`config.mk`:
```
export PLATFORM = sky130hd
export DESIGN_NAME = fifo_ctrl
export DESIGN_NICKNAME = d
export VERILOG_FILES = /design/src/rtl/fifo_ctrl_pkg.sv /design/src/rtl/fifo_ctrl_onehot_decoder.sv /design/src/rtl/fifo_ctrl.sv
export SDC_FILE = /design/constraint.sdc
export NUM_CORES = 1
export LEC_CHECK = 0
export CORE_ASPECT_RATIO = 0.7
export CORE_MARGIN = 4
export CORE_UTILIZATION = 40
export DETAILED_ROUTE_END_ITERATION = 12
export HOLD_SLACK_MARGIN = 0.06
export PLACE_DENSITY_LB_ADDON = 0.3
export SYNTH_ARGS = -nofsm -noshare
export SYNTH_HDL_FRONTEND = slang
export SYNTH_SLANG_ARGS = --single-unit
```
`constraint.sdc`:
```
create_clock -name clk -period 3.16 [get_ports clk]
set_clock_uncertainty 0.15 [all_clocks]
set_input_delay 0.79 -clock clk [delete_from_list [all_inputs] [get_ports clk]]
set_output_delay 0.79 -clock clk [all_outputs]
set_load 0.05 [all_outputs]
```
`src/rtl/fifo_ctrl_pkg.sv`:
```
// Shared types and defaults for the 8-entry FIFO sequencing controller.
// The state encoding and the ack/err decode live here so the bench and RTL agree on names.
package fifo_ctrl_pkg;

  localparam int unsigned DW_DEF    = 32;
  localparam int unsigned DEPTH_DEF = 8;
  localparam int unsigned AW_DEF    = 3;

  typedef enum logic [2:0] {
    IDLE,
    WRITE,
    READ,
    WR_RD,
    WR_ERR,
    RD_ERR,
    WR_RD_ERR
  } state_e;

  typedef struct packed {
    logic wr_ack;
    logic wr_err;
    logic rd_ack;
    logic rd_err;
  } resp_t;

  // WR_RD_ERR covers both the full case (read done) and the empty case (write done);
  // wr_done selects which half of the response is an ack.
  function automatic resp_t state_resp(input state_e st, input logic wr_done);
    resp_t r;
    r = '0;
    unique case (st)
      WRITE:     r.wr_ack = 1'b1;
      READ:      r.rd_ack = 1'b1;
      WR_RD: begin
        r.wr_ack = 1'b1;
        r.rd_ack = 1'b1;
      end
      WR_ERR:    r.wr_err = 1'b1;
      RD_ERR:    r.rd_err = 1'b1;
      WR_RD_ERR: begin
        r.wr_ack = wr_done;
        r.rd_err = wr_done;
        r.wr_err = ~wr_done;
        r.rd_ack = ~wr_done;
      end
      default:   r = '0;
    endcase
    return r;
  endfunction

endpackage

```
`src/rtl/fifo_ctrl_onehot_decoder.sv`:
```
// Binary-to-one-hot decoder with enable; drives the FIFO entry write strobes.
module onehot_decoder
  import fifo_ctrl_pkg::*;
#(
  parameter int unsigned AW = AW_DEF,
  parameter int unsigned N  = DEPTH_DEF
) (
  input  logic [AW-1:0] sel_i,
  input  logic          en_i,
  output logic [N-1:0]  onehot_o
);

  always_comb begin
    onehot_o = '0;
    if (en_i) begin
      onehot_o[sel_i] = 1'b1;
    end
  end

endmodule

```
`src/rtl/fifo_ctrl.sv`:
```
// Pointer/count/status sequencer for an external 8x32 register FIFO and its read mux.
// Pops capture the muxed head word into d_out; a small FSM reports per-request ack/err.
module fifo_ctrl
  import fifo_ctrl_pkg::*;
#(
  parameter int unsigned DW    = DW_DEF,
  parameter int unsigned DEPTH = DEPTH_DEF,
  parameter int unsigned AW    = AW_DEF
) (
  input  logic             clk,
  input  logic             reset,
  input  logic             wr_en,
  input  logic             rd_en,
  input  logic [DW-1:0]    mux_data,
  output logic [AW-1:0]    rd_addr,
  output logic [DEPTH-1:0] we,
  output logic [DW-1:0]    d_out,
  output logic             full,
  output logic             empty,
  output logic [AW:0]      data_count,
  output logic             wr_ack,
  output logic             wr_err,
  output logic             rd_ack,
  output logic             rd_err
);

  logic [AW-1:0] head_q, head_d;
  logic [AW-1:0] tail_q, tail_d;
  logic [AW:0]   count_q, count_d;
  logic [DW-1:0] dout_q, dout_d;
  state_e        state_q, state_d;
  resp_t         resp_q;
  logic          wr_ok, rd_ok;

  assign full  = (count_q == (AW+1)'(DEPTH));
  assign empty = (count_q == '0);

  assign wr_ok = wr_en & ~full;
  assign rd_ok = rd_en & ~empty;

  onehot_decoder #(
    .AW (AW),
    .N  (DEPTH)
  ) u_we_dec (
    .sel_i    (tail_q),
    .en_i     (wr_ok),
    .onehot_o (we)
  );

  // Pointers wrap naturally at AW bits because DEPTH is a power of two.
  always_comb begin
    head_d  = head_q;
    tail_d  = tail_q;
    count_d = count_q;
    dout_d  = dout_q;
    if (rd_ok) begin
      head_d = head_q + AW'(1);
      dout_d = mux_data;
    end
    if (wr_ok) begin
      tail_d = tail_q + AW'(1);
    end
    if (wr_ok && !rd_ok) begin
      count_d = count_q + (AW+1)'(1);
    end else if (rd_ok && !wr_ok) begin
      count_d = count_q - (AW+1)'(1);
    end
  end

  always_ff @(posedge clk) begin
    if (reset) begin
      head_q  <= '0;
      tail_q  <= '0;
      count_q <= '0;
      dout_q  <= '0;
    end else begin
      head_q  <= head_d;
      tail_q  <= tail_d;
      count_q <= count_d;
      dout_q  <= dout_d;
    end
  end

  // A request can only be rejected for full (write) or empty (read); both at once cannot occur.
  always_comb begin
    state_d = IDLE;
    if (wr_ok && rd_ok) begin
      state_d = WR_RD;
    end else if (wr_ok) begin
      state_d = rd_en ? WR_RD_ERR : WRITE;
    end else if (rd_ok) begin
      state_d = wr_en ? WR_RD_ERR : READ;
    end else if (wr_en) begin
      state_d = WR_ERR;
    end else if (rd_en) begin
      state_d = RD_ERR;
    end
  end

  always_ff @(posedge clk) begin
    if (reset) begin
      state_q <= IDLE;
      resp_q  <= '0;
    end else begin
      state_q <= state_d;
      resp_q  <= state_resp(state_d, wr_ok);
    end
  end

  assign rd_addr    = head_q;
  assign d_out      = dout_q;
  assign data_count = count_q;
  assign wr_ack     = resp_q.wr_ack;
  assign wr_err     = resp_q.wr_err;
  assign rd_ack     = resp_q.rd_ack;
  assign rd_err     = resp_q.rd_err;

endmodule
```
==> reports/metrics.cfg <==
[synth]
syn_nets = 267
yosysUniqueCellTypes = 30
synth_warnings = 0
synth_area_leaders = dfxtp_1 (50%), nand2_1 (14%), a21oi_1 (10%)
synth_top_cell_by_area = dfxtp_1
synth-seq-cells = 46
syn_area_per_cell_um2 = 8.19
synth.cell_area_um2 = 1840
syn_inst = 224
synth_top_cell_area_share_pct = 50.2
ys_seq_area_share_pct = 50.2

[route]
first_pass_iters = 4
ant_nets = 0
viasPerCell = 4.72
routedWlPerCell_um = 12.6
drt_iter0_markers = 43
vias = 1732
drc = 0
drt_wl_total_um = 4620

[global_routing]
grt_pass1_wl_um = 7360
grt_pass1_vias = 1557
grt_overflow = 0
grt_util_all_layers_pct = 16.5
grt_max_degree = 35
antenna_found_initial = 0

[sta]
relSlewSlack_pct = 62.3
hold_violations = 0
final.setup.tns_ns = 0
final-setup-viol-count = 0
fin_crit_sh_pct = 94.5
max_freq_mhz = 335
rsz0062_at_grt = no
post-route-min-period_ns = 2.99
max_slew.worst_pin.slew_ns = 0.565
slew_viol_final = 0

[power]
p_switching_mw = 1.19
peakVddDrop_v = 0.000531
internal_power_mw = 1.47
p_sw_share_pct = 44.8
comb_power_share_pct = 53.1
pwr-share-clk_pct = 16.5
p_leak_nw = 1.17
power_density_nw_per_um2 = 899
seqPwrFrac_pct = 30.4

[clocking]
cts.clk_slew.worst_paths_ns = 0.08
ctsHtreeMaxLevel = 2
cts.sinks = 46
root_buffer = clkbuf_8
clk_latency_ns = 0.30
cts_buffers = 5
tritoncts = yes
cts_hold_buf = 0
clockBufferDepth = 2

[worst_setup_path]
critPathMaxFanout = 6
critical_path.slowest_cell = clkdlybuf4s50_1
slowest_delay_ns = 0.88
cp.arrival_ns = 2.05
cp.required_ns = 2.22
end_kind = primary output
path_cells = buf_4 > nor4_1 > clkdlybuf4s50_1
rr_startpoint = data_count[3]
crit_path_start = data_count[0]
path_class = flop to primary output
cp-start-kind = flop

[floorplanning]
die_area_um2 = 5750
num_io_pins = 89
die_h_um = 64.7
die_x_um = 89.0
rows = 20
initial_core_util_pct = 41.9
core_area_um2 = 4380

[cells_and_area]
layout.nets = 355
utilization_pct = 67.7
syn2layout_area_growth_pct = 61.6
layout_common_cells = clkdlybuf4s50_1 (78), nand2_1 (70), dfxtp_1 (46)
drive_gt1_share_pct = 10.3
diodes = 0
layout_commonest_cell = clkdlybuf4s50_1
num-fill-cells = 382
seq_area_um2 = 921
multiInputGateArea_um2 = 846

[place]
io_buffers = 88
dpl.hpwl_um = 3300
place.gp.congestion = 0.755

[run]
drv_cap = 0

[hold_path]
hp-class = flop to flop
min_from = d_out[7]

[run_status]
status = finished clean

## final cells by class
cell class,instances,share of cell area [%]
clock buffer,6,2.78
clock inverter,1,1.01
inverter,4,0.506
multi-input combinational,161,28.5
sequential,46,31.0
tap,55,2.32
timing repair buffer,94,33.8
## sequential cells by signal, indices dropped and copies added, names as in the netlist
register / cells
wr_err: 1
rd_err: 1
wr_ack: 1
d_out: 32
tail_q: 3
rd_addr: 3
rd_ack: 1
data_count: 4
## power by group through the flow
stage          Combinational (mW)  Clock (mW)  Sequential, mW
2_1_floorplan               0.485           0            1.29
3_3_place_gp                 1.41           0           0.817
3_5_place_dp                 1.42           0           0.824
4_1_cts                      1.43       0.452           0.811
5_1_grt                      1.51       0.482           0.829
6_report                     1.42       0.439           0.811
## cell usage after synthesis (all sizes together)
cell / count
nor3: 2
nand3: 2
buf: 8
nand2: 70
nor4: 1
dfxtp: 46
inv: 4
clkbuf: 5
mux2i: 2
nor2: 22
a21oi: 38
ha: 6
and3: 1
mux2: 1
xnor2: 2
a31oi: 1
and2: 1
xor2: 3
or3: 1
or4b: 1
a211oi: 1
fa: 1
o21ai: 1
nand2b: 4
## layer usage
metal  wire length, um  track usage, %  vias up  part of all wire [%]
met5                 0               0        -                     0
met4                53            4.46        0                   1.1
met3               556            9.02        7                    12
met2              1890            24.9       63                    41
met1              2120            20.2      763                    46
li1                  -               -      899                     -
## final timing paths
path | slack (ns) | cells past startpoint | to
worst max-delay path | 0.17 | 3 | empty
worst min-delay path | 0.30 | 2 | d_out[7]
worst max register to register | 0.20 | 9 | data_count[3]
worst min register to register | 0.30 | 2 | d_out[7]
## per-stage QoR
stage	cell area [um2]	power (mW)	setup slack (ns)	hold slack (ns)	cells
detailed placement	2850	2.24	-0.0284	0.296	360
floorplan	1850	1.78	0.00731	0.342	224
CTS	2960	2.69	0.0238	0.308	367
finish	2970	2.67	0.173	0.304	367
global route	2970	2.82	0.0971	0.324	367
global placement	2850	2.23	0.0868	0.291	360
## what timing repair did
| item | CTS | global route |
|---|---|---|
| hold endpoints to repair | 0 | 0 |
| gates resized for setup | 0 | 1 |
| setup endpoints to repair | 0 | 1 |
| buffers inserted | 0 | 0 |
## worst max-delay path, delay by kind of cell, from the launching register on
kind                   cells  cell delay [ns]
buffers and inverters      2             1.04
DFF                        1             0.32
and+or+nand+nor            1             0.40
## cells by family (layout without fill, tap and decap cells)
group,count (synthesis),count (layout),synth area share (%)
AO/OA/AOI/OAI,41,41,12.2
XOR/XNOR,5,5,2.39
adder cells (fa/ha/maj),7,7,5.18
buffers and inverters,17,105,4.29
flip-flops,46,46,50.2
multiplexers,3,3,1.70
AND/OR/NAND/NOR,105,105,24.1
No activity file was read; power rests on OpenSTA's default activity.
